## src/rtl/lcd_pkg.sv

```systemverilog
// Shared types and field decode for the LCD instruction sequencer.
// Instruction word: {rs, db[7:0]}; clear/home is rs=0 with db[7:2]=0.
package lcd_pkg;

   typedef enum logic [2:0] {
      S_IDLE,
      S_LOAD,
      S_SETUP,
      S_PULSE,
      S_HOLD,
      S_WAIT,
      S_FIN
   } state_t;

   localparam int W_WORD = 9;
   localparam int RS_BIT = 8;
   localparam int DB_MSB = 7;
   localparam int DB_LSB = 0;
   localparam logic [7:0] CLR_HOME_MASK = 8'hFC;

   function automatic logic [7:0] bus_fmt(
      input logic [7:0] db,
      input logic       bus4,
      input logic       low
   );
      if (!bus4) return db;
      return low ? {db[3:0], 4'h0} : {db[7:4], 4'h0};
   endfunction

   function automatic logic is_long(input logic [W_WORD-1:0] w);
      return !w[RS_BIT] && ((w[DB_MSB:DB_LSB] & CLR_HOME_MASK) == 8'h00);
   endfunction

endpackage

```

## src/rtl/lcd_delay_timer.sv

```systemverilog
// Shared phase down-counter; o_expire marks the last cycle of a phase.
module lcd_delay_timer #(
   parameter int W = 8
)(
   input  logic         clk,
   input  logic         rst_n,
   input  logic         i_start,
   input  logic [W-1:0] i_load,
   output logic         o_expire
);

   localparam logic [W-1:0] L_ONE = W'(1);

   logic [W-1:0] r_cnt;

   always_ff @(posedge clk or negedge rst_n) begin
      if (!rst_n) begin
         r_cnt <= '0;
      end else if (i_start) begin
         r_cnt <= i_load;
      end else if (r_cnt != '0) begin
         r_cnt <= r_cnt - L_ONE;
      end
   end

   assign o_expire = (r_cnt == L_ONE);

endmodule

```

## src/rtl/lcd_sequencer.sv

```systemverilog
// Plays a table of HD44780-style instructions onto the LCD bus,
// with setup/pulse/hold/exec timing and optional 4-bit nibble mode.
module lcd_sequencer
   import lcd_pkg::*;
#(
   parameter int DEPTH   = 16,
   parameter int BUS4    = 0,
   parameter int T_SETUP = 4,
   parameter int T_PW    = 12,
   parameter int T_HOLD  = 2,
   parameter int T_EXEC  = 2000,
   parameter int T_LONG  = 80000
)(
   input  logic                     clk,
   input  logic                     rst_n,
   input  logic                     start,
   input  logic                     abort,
   input  logic [$clog2(DEPTH):0]   num_instr,
   input  logic                     wr_en,
   input  logic [$clog2(DEPTH)-1:0] wr_addr,
   input  logic [8:0]               wr_data,
   output logic                     busy,
   output logic                     done,
   output logic [7:0]               lcd_db,
   output logic                     lcd_e,
   output logic                     lcd_rw,
   output logic                     lcd_rs
);

   localparam int AW   = $clog2(DEPTH);
   localparam int M1   = (T_LONG > T_EXEC) ? T_LONG : T_EXEC;
   localparam int M2   = (M1 > T_PW) ? M1 : T_PW;
   localparam int M3   = (M2 > T_SETUP) ? M2 : T_SETUP;
   localparam int TMAX = (M3 > T_HOLD) ? M3 : T_HOLD;
   localparam int TW   = $clog2(TMAX + 1);

   localparam logic          B4      = (BUS4 != 0);
   localparam logic [AW:0]   L_DEPTH = (AW + 1)'(DEPTH);
   localparam logic [AW:0]   L_ONE   = (AW + 1)'(1);
   localparam logic [TW-1:0] L_SETUP = TW'(T_SETUP);
   localparam logic [TW-1:0] L_PW    = TW'(T_PW);
   localparam logic [TW-1:0] L_HOLD  = TW'(T_HOLD);
   localparam logic [TW-1:0] L_EXEC  = TW'(T_EXEC);
   localparam logic [TW-1:0] L_LONG  = TW'(T_LONG);

   logic [W_WORD-1:0] r_tab [DEPTH];
   state_t            r_state;
   logic [AW:0]       r_i;
   logic [AW:0]       r_num;
   logic [W_WORD-1:0] r_word;
   logic              r_nib;
   logic              r_busy;
   logic              r_done;
   logic              r_zpend;
   logic              r_e;
   logic              r_rs;
   logic [7:0]        r_db;

   logic [AW:0]       w_num;
   logic [AW:0]       w_next_i;
   logic [W_WORD-1:0] w_next_word;
   logic [W_WORD-1:0] w_first_word;
   logic              w_expire;
   logic              w_tstart;
   logic [TW-1:0]     w_tload;

   assign w_num        = (num_instr > L_DEPTH) ? L_DEPTH : num_instr;
   assign w_next_i     = r_i + L_ONE;
   assign w_next_word  = r_tab[w_next_i[AW-1:0]];
   assign w_first_word = r_tab[0];

   always_ff @(posedge clk or negedge rst_n) begin
      if (!rst_n) begin
         for (int k = 0; k < DEPTH; k++) r_tab[k] <= '0;
      end else if (wr_en && !r_busy) begin
         r_tab[wr_addr] <= wr_data;
      end
   end

   // Timer is reloaded on every phase boundary
   always_comb begin
      w_tstart = 1'b0;
      w_tload  = '0;
      unique case (1'b1)
         (r_state == S_LOAD): begin
            w_tstart = 1'b1;
            w_tload  = L_SETUP;
         end
         (r_state == S_SETUP): begin
            w_tstart = w_expire;
            w_tload  = L_PW;
         end
         (r_state == S_PULSE): begin
            w_tstart = w_expire;
            w_tload  = L_HOLD;
         end
         (r_state == S_HOLD): begin
            w_tstart = w_expire;
            if (B4 && !r_nib)         w_tload = L_SETUP;
            else if (is_long(r_word)) w_tload = L_LONG;
            else                      w_tload = L_EXEC;
         end
         default: ;
      endcase
   end

   lcd_delay_timer #(.W(TW)) u_timer (
      .clk      (clk),
      .rst_n    (rst_n),
      .i_start  (w_tstart),
      .i_load   (w_tload),
      .o_expire (w_expire)
   );

   always_ff @(posedge clk or negedge rst_n) begin
      if (!rst_n) begin
         r_state <= S_IDLE;
         r_i     <= '0;
         r_num   <= '0;
         r_word  <= '0;
         r_nib   <= 1'b0;
         r_busy  <= 1'b0;
         r_done  <= 1'b0;
         r_zpend <= 1'b0;
         r_e     <= 1'b0;
         r_rs    <= 1'b0;
         r_db    <= '0;
      end else begin
         r_done  <= r_zpend;
         r_zpend <= 1'b0;
         if (abort && r_state != S_IDLE) begin
            r_state <= S_IDLE;
            r_i     <= '0;
            r_nib   <= 1'b0;
            r_busy  <= 1'b0;
            r_done  <= 1'b0;
            r_e     <= 1'b0;
            r_rs    <= 1'b0;
            r_db    <= '0;
         end else begin
            case (r_state)
               S_IDLE: if (start && !abort) begin
                  if (w_num == '0) begin
                     r_zpend <= 1'b1;
                  end else begin
                     r_state <= S_LOAD;
                     r_num   <= w_num;
                     r_i     <= '0;
                     r_busy  <= 1'b1;
                     r_nib   <= 1'b0;
                     r_word  <= w_first_word;
                     r_rs    <= w_first_word[RS_BIT];
                     r_db    <= bus_fmt(w_first_word[7:0], B4, 1'b0);
                  end
               end
               S_LOAD: r_state <= S_SETUP;
               S_SETUP: if (w_expire) begin
                  r_state <= S_PULSE;
                  r_e     <= 1'b1;
               end
               S_PULSE: if (w_expire) begin
                  r_state <= S_HOLD;
                  r_e     <= 1'b0;
               end
               S_HOLD: if (w_expire) begin
                  if (B4 && !r_nib) begin
                     r_state <= S_SETUP;
                     r_nib   <= 1'b1;
                     r_db    <= bus_fmt(r_word[7:0], B4, 1'b1);
                  end else begin
                     r_state <= S_WAIT;
                  end
               end
               S_WAIT: if (w_expire) begin
                  r_i <= w_next_i;
                  if (w_next_i == r_num) begin
                     r_state <= S_FIN;
                     r_busy  <= 1'b0;
                     r_done  <= 1'b1;
                  end else begin
                     r_state <= S_LOAD;
                     r_nib   <= 1'b0;
                     r_word  <= w_next_word;
                     r_rs    <= w_next_word[RS_BIT];
                     r_db    <= bus_fmt(w_next_word[7:0], B4, 1'b0);
                  end
               end
               S_FIN:   r_state <= S_IDLE;
               default: r_state <= S_IDLE;
            endcase
         end
      end
   end

   assign busy   = r_busy;
   assign done   = r_done;
   assign lcd_db = r_db;
   assign lcd_rs = r_rs;
   assign lcd_rw = 1'b0;
   assign lcd_e  = r_e & ~abort;

endmodule

```

## config.mk

```make
export PLATFORM = sky130hd
export DESIGN_NAME = lcd_sequencer
export DESIGN_NICKNAME = d
export VERILOG_FILES = /design/src/rtl/lcd_pkg.sv /design/src/rtl/lcd_delay_timer.sv /design/src/rtl/lcd_sequencer.sv
export SDC_FILE = /design/constraint.sdc
export NUM_CORES = 1
export LEC_CHECK = 0
export ABC_AREA = 1
export BUFFER_PORTS_ARGS = -buffer_cell sky130_fd_sc_hd__buf_2
export CAP_MARGIN = 20
export CORE_MARGIN = 2
export CORE_UTILIZATION = 60
export CTS_CLUSTER_SIZE = 12
export DETAILED_ROUTE_END_ITERATION = 8
export PLACE_DENSITY_LB_ADDON = 0.08
export SYNTH_ARGS = -nofsm -noshare
export SYNTH_HDL_FRONTEND = slang
export SYNTH_SLANG_ARGS = --single-unit
export TNS_END_PERCENT = 100
```

## constraint.sdc

```tcl
create_clock -name clk -period 3.3 [get_ports clk]
set_input_delay 0.33 -clock clk [delete_from_list [all_inputs] [get_ports clk]]
set_output_delay 0.33 -clock clk [all_outputs]
set_load 0.05 [all_outputs]
```

# Word-level counts from Yosys, hierarchy flattened
# Index checks and enable logic that the tools add are counted.
dict set report word_totals {
  out_inout_bits 13
  ff_bits 196
}
dict set report op_classes {
  eq_ne 19
  reduce_logical 25
  bitwise_logic 6
  addsub 2
  mux 69
  magnitude_cmp 4
}
# op n
set op_table {}
lappend op_table {{144-bit bitwise mux} 1}
lappend op_table {{17-bit one-hot mux with 4 select lines} 1}
lappend op_table {{9-bit two-way mux} 7}
lappend op_table {{17-bit two-way mux} 3}
lappend op_table {{8-bit two-way mux} 5}
lappend op_table {{9-bit binary-select mux with 4-bit select} 1}
lappend op_table {{9-bit demux with 4-bit select} 1}
lappend op_table {{1-bit two-way mux} 27}
lappend op_table {{5-bit two-way mux} 5}
lappend op_table {{3-bit two-way mux} 8}
lappend op_table {{3-bit one-hot mux with 6 select lines} 1}
lappend op_table {{9-bit one-hot mux with 2 select lines} 1}
lappend op_table {{17-bit by 1-bit equality test with 1-bit output (second input constant)} 1}
lappend op_table {{17-bit nonzero test} 1}
lappend op_table {{17-bit by 1-bit subtractor with 17-bit output (second input constant)} 1}
lappend op_table {{8-bit one-hot mux with 2 select lines} 1}
lappend op_table {{3-bit != test (second input constant)} 4}
lappend op_table {{6-bit AND reduction} 2}
lappend op_table {{5-bit greater-or-equal comparator (second input constant)} 2}
lappend op_table {{4-bit inverter with 5-bit output} 2}
lappend op_table {{5-bit one-hot mux with 2 select lines} 1}
lappend op_table {{5-bit AND reduction} 2}
lappend op_table {{3-bit by 1-bit != test with 1-bit output (second input constant)} 3}
lappend op_table {{3-bit nonzero test} 3}
lappend op_table {{23 further kinds} 41}

# Depth between registers and ports, before layout
# Gate-level depths: netlist (run 1).
dict set report depth {
  ltp_word 12
  mapped_depth 13
  mapped_depth_nobuf 12
}

# Hierarchy
# Synthesis (run 1) repeated with hierarchy kept, for this count alone.
dict set report unflattened {
  cells_unflattened 1242
  area_unflattened_um2 9537.9
}
# module area_per_inst_um2 instances cells_each seq_area_each_um2
set by_module_without_submodules {}
lappend by_module_without_submodules {lcd_sequencer 8270.4 1 1054 4429.2}
lappend by_module_without_submodules {lcd_delay_timer 1267.5 1 188 425.4}

# Worst setup path before layout (run 1)
# OpenSTA, ideal clock, no wires.
dict set report synth_timing {
  path_kind {flip-flop to flip-flop}
  start {register r_i[0]}
  end {register r_db[7] (netlist: lcd_db[7])}
  slack_ps 1533
  path_buffers 2
  setup_ps 66
  stages_incl_launch_ff 12
  arrival_ps 1701
  cell_sequence {dfrtp_1 -> ha_1 -> buf_2 -> buf_1 -> nand3_1 -> nand3_1 -> nand3_1 -> nand2_1 -> nand2_1 -> nand2_1 -> nand3_1 -> nand2_1}
}
dict set report synth_between {
  elab_chain_cells 9
}
# element line_no
set synth_lines {}
lappend synth_lines {{start: declaration} lcd_sequencer.sv:48} ;# logic [AW:0] r_i;
lappend synth_lines {{start signal: assignment} lcd_sequencer.sv:175} ;# r_i <= w_next_i;
lappend synth_lines {{5-bit by 1-bit adder with 5-bit output (*)} lcd_sequencer.sv:68} ;# assign w_next_i = r_i + L_ONE;
lappend synth_lines {{4-bit inverter with 5-bit output (implied by the code)} lcd_sequencer.sv:69} ;# assign w_next_word = r_tab[w_next_i[AW-1:0]];
lappend synth_lines {{9-bit binary-select mux with 4-bit select} lcd_sequencer.sv:69}
lappend synth_lines {{9-bit two-way mux (implied by the code) (2 in a row)} lcd_sequencer.sv:69}
lappend synth_lines {{8-bit two-way mux} lcd_sequencer.sv:176} ;# if (w_next_i == r_num) begin
lappend synth_lines {{8-bit two-way mux} lcd_sequencer.sv:174} ;# S_WAIT: if (w_expire) begin
lappend synth_lines {{8-bit one-hot mux with 2 select lines} lcd_sequencer.sv:141} ;# case (r_state)
lappend synth_lines {{8-bit two-way mux} lcd_sequencer.sv:131} ;# if (abort && r_state != S_IDLE) begin
lappend synth_lines {{end signal: assignment} lcd_sequencer.sv:153} ;# r_db <= bus_fmt(w_first_word[7:0], B4, 1'b0);
lappend synth_lines {{end signal: assignment} lcd_sequencer.sv:169} ;# r_db <= bus_fmt(r_word[7:0], B4, 1'b1);
lappend synth_lines {{end signal: assignment} lcd_sequencer.sv:185} ;# r_db <= bus_fmt(w_next_word[7:0], B4, 1'b0);
lappend synth_lines {{end: declaration} lcd_sequencer.sv:57} ;# logic [7:0] r_db;
# Mark *: on every way between the ends. The rest lies on a longest branch, timed or not. The select of a mux whose other input is x is not followed.
# A chain may end at the register's enable or synchronous reset.

# Final worst setup path (run 1)
dict set report layout_timing {
  start {register r_i[0]}
  end {register r_word[6]}
}
dict set report layout_between {
  elab_chain_cells 8
}
# element line_no
set layout_lines {}
lappend layout_lines {{5-bit by 1-bit adder with 5-bit output (*)} lcd_sequencer.sv:68}
lappend layout_lines {{4-bit inverter with 5-bit output (implied by the code)} lcd_sequencer.sv:69}
lappend layout_lines {{9-bit binary-select mux with 4-bit select} lcd_sequencer.sv:69}
lappend layout_lines {{9-bit two-way mux (implied by the code) (2 in a row)} lcd_sequencer.sv:69}
lappend layout_lines {{9-bit two-way mux} lcd_sequencer.sv:176}
lappend layout_lines {{9-bit two-way mux} lcd_sequencer.sv:174}
lappend layout_lines {{9-bit one-hot mux with 2 select lines} lcd_sequencer.sv:141}
lappend layout_lines {{end signal: assignment} lcd_sequencer.sv:151} ;# r_word <= w_first_word;
lappend layout_lines {{end signal: assignment} lcd_sequencer.sv:183} ;# r_word <= w_next_word;
lappend layout_lines {{end: declaration} lcd_sequencer.sv:50} ;# logic [W_WORD-1:0] r_word;
# Marked as above.

==> results of run 1 <==
[path summary, 6_finish.rpt]
path                                   end  slack, ps    startpoint
min reg2reg                           done        470       r_zpend
min in group asynchronous        r_tab[99]        520         rst_n
max in group asynchronous  w_first_word[4]       1820         rst_n
max reg2reg                      r_word[6]        980        r_i[0]
max                              r_word[6]        980        r_i[0]
min                               r_num[0]        150  num_instr[0]
[power by group through the flow]
stage               Clock [W]  Combinational [W]  Sequential (W)
floorplan                   0            0.00199         0.00369
global placement            0            0.00268         0.00368
detailed placement          0            0.00273         0.00369
CTS                   0.00226            0.00276         0.00366
global route          0.00236            0.00315         0.00376
finish                0.00224            0.00276         0.00367
[stage by stage]
step | worst slack, ps | cells | area [um2] | utilization [%]
after floorplan | 1533 | 1291 | 9744 | -
after global placement | 1054 | 1495 | 10020 | 63.09
after detailed placement | 1002 | 1495 | 10020 | 63.09
after CTS | 992.3 | 1528 | 10670 | 67.19
after global routing | 757.7 | 1528 | 10670 | 67.19
final | 978.2 | 1528 | 10670 | 67.19
[critical path, cell delays in order (launching register included)]
cell and delay [ps]:
dfrtp_2 510, ha_1 350, buf_4 300, nand2_1 130, nand2_1 50, nor2_1 90
nand3_1 90, nor2_2 190, nand4_4 240, nand3_4 170, nand2_1 70, nand2_1 60
[final cells by class]
class	instances	area share, %
clock buffers	17	3.985
clock inverters	15	2.028
inverters	100	3.528
multi-input cells	940	39.77
flip-flops and latches	194	45.49
well taps	216	2.532
repair buffers	46	2.661
[sequential cells by signal, summed over array words and instances (netlist names)]
name / cells
lcd_rs: 1
r_word: 7
w_first_word: 9
u_timer.r_cnt: 17
r_state: 3
r_num: 5
r_zpend: 1
busy: 1
done: 1
r_i: 5
r_tab: 135
lcd_db: 8
r_e: 1
[routing by layer]
metal / vias up / GRT usage, %
met5: - / 0
met4: 0 / 7.367
met3: 31 / 5.285
met2: 301 / 49.30
met1: 4036 / 42.79
li1: 4118 / -
[placed cells by master (no fill, tap or decap), types with 2 or more instances in the layout]
| cell | n |
|---|---|
| clkinv_8 | 2 |
| nor2_4 | 6 |
| nand2_1 | 527 |
| nor3_1 | 3 |
| clkinv_2 | 2 |
| nor2_2 | 2 |
| o21ai_1 | 12 |
| buf_4 | 10 |
| inv_8 | 4 |
| xnor2_1 | 6 |
| clkinv_4 | 2 |
| inv_2 | 10 |
| nor2_1 | 58 |
| inv_1 | 87 |
| inv_6 | 3 |
| nand2_4 | 3 |
| xor2_1 | 8 |
| nor3_2 | 4 |
| nand3_4 | 2 |
| buf_2 | 33 |
| dfrtp_1 | 193 |
| nand3_1 | 123 |
| a21oi_1 | 9 |
| clkinv_1 | 2 |
| ha_1 | 4 |
| bufinv_16 | 3 |
| nand4_1 | 5 |
| o21ai_0 | 154 |
| clkbuf_16 | 17 |
[cells by family after synthesis]
group	synth area share [%]
other	0.03848
adders and majority gates	0.5136
DFF	49.82
and+or+nand+nor	32.08
buffers and inverters	6.613
xor gates and xnor gates	1.258
AOI/OAI and AO/OA	9.682
==> results.py, run 1 <==
metrics = {
    "hold_path": {
        "hold_depth": 3,
        "hold_class": "input port to register",
    },
    "route": {
        "met1_length_um": 11250,
        "drt_pre_antenna_iters": 7,
        "wl_per_cell_um": 16.63,
        "met2_length_um": 12050,
        "ant_nets": 0,
        "routed_wl_um": 25410,
        "vias": 8486,
        "vias_per_cell": 5.554,
        "drc_errors": 0,
        "wl_met3_um": 1694,
        "drtIter0Drc": 802,
        "top_layer": "met4",
    },
    "setup_path": {
        "r2r_cells": 11,
        "required_ps": 3670,
        "end_kind": "register",
        "cp_max_fo": 47,
        "start_kind": "register",
        "cp.arrival_ps": 2690,
        "critical_path_class": "register to register",
    },
    "logic_synthesis": {
        "syn-num-nets": 1318,
        "ys_top_cells_by_area": "dfrtp_1 (50%), nand2_1 (20%), o21ai_0 (7.9%)",
        "synth-async-reset-ratio_pct": 100.0,
        "yosys.area.top_type": "dfrtp_1",
        "synth.avg_cell_area_um2": 7.548,
        "synth_area_um2": 9744,
        "syn_inst": 1291,
        "ys_top_cells_by_count": "nand2_1 (527), dfrtp_1 (194), o21ai_0 (154)",
        "netlist.area_leader.share_pct": 49.82,
        "synthFlopType": "dfrtp_1",
        "synth_edf_count": 0,
        "synth_cell_types": 40,
        "ys_ff_latch": 194,
        "ys_seq_area_share_pct": 49.82,
        "synth_warnings": 0,
        "synth.most_common_cell": "nand2_1",
    },
    "floorplan": {
        "start_util_pct": 61.34,
        "die_h_um": 131.4,
        "die_area_um2": 17280,
        "core_um2": 15890,
        "fp.dieW_um": 131.4,
        "placementRows": 46,
        "io-pin-count": 36,
    },
    "pwr": {
        "power_density_nw_per_um2": 812.9,
        "p_int_w": 0.005345,
        "switching_power_w": 0.003332,
        "clockPowerShare_pct": 25.8,
        "combinationalPowerShare_pct": 31.8,
        "ir_drop_uv": 430.7,
        "power.share.sequential_pct": 42.3,
        "p_sw_share_pct": 38.40,
        "p_leak_nw": 5.531,
        "totalPowerFinal_w": 0.008677,
    },
    "cts": {
        "h-tree-depth": 4,
        "clock_sinks": 194,
        "clk_pin_slew_ps": 70,
        "post_cts_buffers": 0,
        "root_buffer": "clkbuf_16",
        "cts_tree": "yes",
        "cts_buffers": 17,
        "cts_resized": 0,
        "cts_hold_buf": 1,
        "clockBufferDepth": 2,
        "insertion_delay_ps": 440,
    },
    "flow_run": {
        "cap_violations": 0,
    },
    "sta": {
        "rsz0062_at_grt": "false",
        "tns_ps": 0,
        "fin_crit_ps": 2322,
        "fmax_mhz": 430.7,
        "hold_violations": 0,
        "slew_headroom_pct": 48.35,
        "finalSetupViolations": 0,
        "drv_slew": 0,
        "fin_hold_ws_ps": 153.2,
        "fin_crit_sh_pct": 70.36,
        "worst_slew_pin_slew_ps": 773.6,
        "clock_skew_ps": 12.07,
    },
    "layout": {
        "antenna_cells": 0,
        "fillerInstances": 1406,
        "multiInputGateArea_um2": 4245,
        "drive_gt1_share_pct": 8.689,
        "syn2layout_area_growth_pct": 9.540,
        "finalNetCount": 1326,
        "final-seq-area_um2": 4856,
    },
    "placed_design": {
        "dp_hpwl_um": 17150,
        "gp_congestion": 0.9700,
        "numPortBuffers": 34,
    },
    "global_routing": {
        "grt_pass1_vias": 7896,
        "antenna_found_initial": 0,
        "grt_pass1_wl_um": 41520,
        "grt_max_degree": 88,
        "global_route.usage.total_pct": 30.35,
        "grt-ovfl-total": 0,
    },
    "status": {
        "status": "completed",
    },
}
(Power assumes the default switching activity.)
==> inputs of run 2 (changes only) <==
==> constraint.sdc (replaced) <==
create_clock -name clk -period 2.27 [get_ports clk]
set_input_delay 0.227 -clock clk [delete_from_list [all_inputs] [get_ports clk]]
set_output_delay 0.227 -clock clk [all_outputs]
set_load 0.05 [all_outputs]
==> run 2 against run 1 <==
Effect of this change: critical path depth decreased by 4; sequential share of layout area fell by 0.15 points; critical endpoint is now u_timer.r_cnt[2]; register-to-register slack worse by 800 ps; first-iteration DRC count down 9.4%; combinational power grew 41%; sequential power increased by 46%; die area unchanged; via count is 1.6% lower; power grew 40%.
==> results.py, run 2 (synthesized netlist as in run 1, its figures left out) <==
metrics = {
    "route": {
        "ant_nets": 0,
        "wl_per_cell_um": 16.21,
        "drtIter0Drc": 727,
        "routed_wl_um": 24900,
        "vias": 8352,
        "vias_per_cell": 5.438,
        "drc_errors": 0,
        "drt_pre_antenna_iters": 5,
    },
    "floorplan": {
        "die_h_um": 131.4,
        "core_um2": 15890,
        "start_util_pct": 61.34,
        "placementRows": 46,
        "io-pin-count": 36,
        "fp.dieW_um": 131.4,
        "die_area_um2": 17280,
    },
    "sta": {
        "hold_violations": 0,
        "finalSetupViolations": 0,
        "tns_ps": 0,
        "fin_crit_ps": 2094,
        "fmax_mhz": 477.4,
        "fin_crit_sh_pct": 92.27,
        "clock_skew_ps": 10.49,
        "worst_slew_pin_slew_ps": 747.0,
        "drv_slew": 0,
        "rsz0062_at_grt": "false",
        "slew_headroom_pct": 50.14,
    },
    "cts": {
        "h-tree-depth": 4,
        "clockBufferDepth": 2,
        "cts_buffers": 17,
        "clock_sinks": 194,
        "root_buffer": "clkbuf_16",
        "post_cts_buffers": 0,
        "cts_tree": "yes",
        "insertion_delay_ps": 440,
        "clk_pin_slew_ps": 70,
    },
    "pwr": {
        "p_leak_nw": 5.553,
        "p_sw_share_pct": 38.34,
        "p_int_w": 0.007507,
        "ir_drop_uv": 748.9,
        "clockPowerShare_pct": 24.0,
        "power_density_nw_per_um2": 1137,
        "power.share.sequential_pct": 43.9,
        "combinationalPowerShare_pct": 32.1,
        "switching_power_w": 0.004667,
    },
    "global_routing": {
        "top_usage_layer": "met2",
        "met3_usage_pct": 5.015,
        "grt-ovfl-total": 0,
        "grt_max_degree": 65,
        "globalRouteMet1Util_pct": 42.35,
        "global_route.usage.total_pct": 30.17,
        "grt_pass1_wl_um": 41340,
        "grt_use_met2_pct": 48.89,
        "antenna_found_initial": 0,
        "grt_pass1_vias": 7970,
    },
    "layout": {
        "drive_gt1_share_pct": 9.242,
        "fillerInstances": 1400,
        "finalNetCount": 1334,
        "largest_register_ff_count": 135,
        "layout_common_cells": "nand2_1 (527), dfrtp_1 (193), o21ai_0 (154)",
        "syn2layout_area_growth_pct": 9.913,
        "antenna_cells": 0,
        "final_cells": 1536,
        "final_common_cell": "nand2_1",
        "regMostFlops": "r_tab",
        "final_util_pct": 67.42,
        "postLayoutCellArea_um2": 10710,
    },
    "placed_design": {
        "dp_hpwl_um": 16460,
        "numPortBuffers": 34,
        "gp_congestion": 0.8700,
        "place_area_um2": 10130,
        "dp_cells": 1503,
    },
    "hold_path": {
        "hold_class": "input port to register",
    },
    "setup_path": {
        "cp.arrival_ps": 2380,
        "critical_path_class": "register to register",
        "cp_max_fo": 14,
        "start_kind": "register",
        "end_kind": "register",
        "required_ps": 2550,
    },
    "status": {
        "status": "completed",
    },
    "flow_run": {
        "cap_violations": 0,
    },
}
run 2: cell types whose count changed in the layout (fill, tap and decap cells not counted), sizes merged:
cell	change
buf	+8
bufinv	-3
clkbuf	+2
clkinv	-1
clkinvlp	+1
inv	+1
run 2: worst max-delay path, cell delays in order (launching register included):
cell      delay [ps]
dfrtp_1          520
inv_1            150
nand2_1          130
inv_1             90
o21bai_4         330
nand2_1          130
nor2_1           490
a21oi_1           90
run 2: per-layer routing:
metal  vias up  part of all wire, %  wire length (um)
met3        34                  4.8              1201
met5         -                    0                 0
met2       230                   49             12090
li1       4124                    -                 -
met1      3964                   45             11180
met4         0                  1.7               434
run 2: per-stage QoR:
step	worst slack, ps	hold WS, ps	power (W)
2_1_floorplan	503.4	-68.59	0.008258
3_3_place_gp	313.1	258.4	0.009133
3_5_place_dp	242.2	258.4	0.009243
4_1_cts	220.5	37.57	0.01219
5_1_grt	60.85	53.27	0.01309
6_report	175.5	52.21	0.01217
run 2: cell type report:
type	instances	area (um2)	area share [%]
flip-flops and latches	194	4856	45.34
multi-input cells	940	4245	39.64
clock buffers	19	452.9	4.229
repair buffers	54	394.1	3.680
inverters	100	376.6	3.516
well taps	216	270.3	2.523
clock inverters	13	115.1	1.075
run 2: timing repair:
| item | 4_1_cts | 5_1_grt |
|---|---|---|
| hold buffers | 1 | 0 |
| hold endpoints to repair | 59 | 0 |
| gates resized for setup | 0 | 0 |
run 2: power groups by stage:
stage / clock network, W / logic [W] / registers [W]
detailed placement: 0 / 0.00387 / 0.00537
global route: 0.00310 / 0.00451 / 0.00548
global placement: 0 / 0.00377 / 0.00536
CTS: 0.00296 / 0.00390 / 0.00533
finish: 0.00292 / 0.00390 / 0.00535
floorplan: 0 / 0.00289 / 0.00537
run 2: final timing paths:
check,to,slack [ps],depth (start not counted),startpoint
setup / recovery,u_timer.r_cnt[2],180,7,r_state[2]
hold / removal,r_e,50,2,abort
setup reg to reg,u_timer.r_cnt[2],180,7,r_state[2]
hold reg to reg,done,470,1,r_zpend
max in group asynchronous,r_tab[74],1210,3,rst_n
min in group asynchronous,r_tab[72],340,2,rst_n
==> inputs of run 3 (changes only) <==
--- a/config.mk
+++ b/config.mk
@@ -9,7 +9,7 @@
 export BUFFER_PORTS_ARGS = -buffer_cell sky130_fd_sc_hd__buf_2
 export CAP_MARGIN = 20
 export CORE_MARGIN = 2
-export CORE_UTILIZATION = 60
+export CORE_UTILIZATION = 24
 export CTS_CLUSTER_SIZE = 12
 export DETAILED_ROUTE_END_ITERATION = 8
 export PLACE_DENSITY_LB_ADDON = 0.08
==> run 3 against run 2 <==
Effect of this change: first-iteration DRC count fell by 25%; core utilization shrank 39 points; global-route usage decreased by 14 points; maximum frequency is 5.4% higher; power is 1.7% higher; register-to-register slack better by 110 ps; sequential power about the same; clock skew up 4.9 ps; cell area up 5.3%; worst hold slack got worse by 14 ps; critical path type unchanged; largest cell class unchanged; largest power group unchanged.
==> results.py, run 3 (synthesized netlist as in run 1, its figures left out) <==
metrics = {
    "sta": {
        "finalSetupViolations": 0,
        "drv_slew": 0,
        "fin_crit_ps": 1986,
        "rsz0062_at_grt": "false",
        "slew_headroom_pct": 48.00,
        "fin_crit_sh_pct": 87.50,
        "hold_violations": 0,
        "clock_skew_ps": 15.39,
        "tns_ps": 0,
        "fmax_mhz": 503.5,
        "worst_slew_pin_slew_ps": 779.2,
        "fin_hold_ws_ps": 38.32,
    },
    "floorplan": {
        "die_h_um": 205.5,
        "core_um2": 39910,
        "io-pin-count": 36,
        "start_util_pct": 24.41,
        "placementRows": 73,
        "die_area_um2": 42230,
        "fp.dieW_um": 205.5,
    },
    "route": {
        "drt_pre_antenna_iters": 5,
        "wl_per_cell_um": 16.89,
        "ant_nets": 0,
        "vias_per_cell": 4.373,
        "vias": 8151,
        "drc_errors": 0,
        "drtIter0Drc": 544,
        "routed_wl_um": 31490,
    },
    "cts": {
        "cts_tree": "yes",
        "post_cts_buffers": 0,
        "clockBufferDepth": 2,
        "clock_sinks": 194,
        "clk_pin_slew_ps": 80,
        "cts_buffers": 17,
        "h-tree-depth": 4,
        "root_buffer": "clkbuf_16",
        "insertion_delay_ps": 460,
    },
    "pwr": {
        "p_leak_nw": 5.638,
        "combinationalPowerShare_pct": 32.6,
        "p_sw_share_pct": 39.11,
        "ir_drop_uv": 506.3,
        "clockPowerShare_pct": 24.3,
        "power.share.sequential_pct": 43.1,
        "p_int_w": 0.007537,
        "switching_power_w": 0.004841,
        "power_density_nw_per_um2": 1098,
    },
    "layout": {
        "regMostFlops": "r_tab",
        "syn2layout_area_growth_pct": 15.70,
        "multiInputGateArea_um2": 4248,
        "drive_gt1_share_pct": 10.53,
        "postLayoutCellArea_um2": 11270,
        "largest_register_ff_count": 135,
        "fillerInstances": 4434,
        "layout_common_cells": "nand2_1 (527), dfrtp_1 (193), o21ai_0 (154)",
        "final-seq-area_um2": 4856,
        "final_common_cell": "nand2_1",
        "finalNetCount": 1353,
        "antenna_cells": 0,
    },
    "placed_design": {
        "place_area_um2": 10700,
        "numPortBuffers": 34,
        "gp_congestion": 0.7536,
        "dp_hpwl_um": 21150,
    },
    "setup_path": {
        "cp_slowest_stage_delay_ps": 430,
        "critical_path_buf_inv_count": 3,
        "cpMostUsedCell": "nand2_1",
        "cp_max_fo": 54,
        "critical_path_class": "register to register",
        "worst_path_max_delay_cell": "dfrtp_2",
        "start_kind": "register",
        "rrSetupSlack_ps": 280,
        "crit_family": "simple AND/OR/NAND/NOR gates",
        "required_ps": 2670,
        "worstPathCellList": "buf_12, inv_2, buf_12, nand2_1, nand2_1, nand2_1, nand3_1, nand3_1, nand2_1, nand2_1, nand2_1, nand3_1, nand2_1",
        "end_kind": "register",
        "cp.arrival_ps": 2390,
    },
    "global_routing": {
        "grt_pass1_wl_um": 50630,
        "antenna_found_initial": 0,
        "grt_max_degree": 62,
        "global_route.usage.total_pct": 15.96,
        "grt-ovfl-total": 0,
        "grt_pass1_vias": 8491,
    },
    "status": {
        "status": "completed",
    },
    "flow_run": {
        "cap_violations": 0,
    },
    "hold_path": {
        "hold_class": "input port to register",
    },
}
run 3: cell count changes in the layout (fill, tap and decap cells not counted), sizes merged:
cell / change
clkinv: +2
buf: +19
inv: -3
clkinvlp: +1
run 3: per-layer routing:
metal  vias up  wire [um]  GRT usage [%]
li1       4166          -              -
met5         -          0              0
met1      3873      15530          21.79
met3        16        813          2.613
met4         0        367          3.700
met2        96      14780          26.37
run 3: worst reg2reg max path: cells and delay by family, from the launching register on:
| kind | cells | cell delay, ps |
|---|---|---|
| buffers and inverters | 3 | 630 |
| DFF | 1 | 430 |
| and+or+nand+nor | 10 | 890 |
run 3: worst paths after layout:
path	from	to	cells past startpoint
setup / recovery	r_i[0]	r_word[7]	13
hold / removal	abort	r_e	2
setup reg to reg	r_i[0]	r_word[7]	13
hold reg to reg	r_zpend	done	1
max in group asynchronous	rst_n	r_tab[11]	3
min in group asynchronous	rst_n	r_state[0]	2
run 3: layout make-up:
class                           instances  area share (%)
Inverter                              100           3.340
Timing Repair Buffer                   73           5.094
Sequential cell                       194           43.07
Clock inverter                         13           1.065
Clock buffer                           19           3.929
Tap cell                              525           5.826
Multi-Input combinational cell        940           37.68
run 3: power by group through the flow:
stage | Sequential, W | Clock, W | Combinational (W)
floorplan | 0.00537 | 0 | 0.00289
global placement | 0.00542 | 0 | 0.00411
detailed placement | 0.00540 | 0 | 0.00410
CTS | 0.00535 | 0.00313 | 0.00413
global route | 0.00549 | 0.00327 | 0.00476
finish | 0.00533 | 0.00301 | 0.00404
run 3: per-stage QoR:
step / setup slack (ps) / cells / total power (W) / utilization, %
after floorplan: 503.4 / 1291 / 0.008258 / -
after global placement: 237.6 / 1831 / 0.009527 / 26.81
after detailed placement: 251.0 / 1831 / 0.009500 / 26.81
after CTS: 232.0 / 1864 / 0.01261 / 28.25
after global routing: 41.16 / 1864 / 0.01352 / 28.25
final: 283.7 / 1864 / 0.01238 / 28.25
run 3: timing repair:
item | 4_1_cts | 5_1_grt
endpoints found under the hold margin | 29 | 0
resized for setup | 0 | 0
hold buffers | 1 | 0
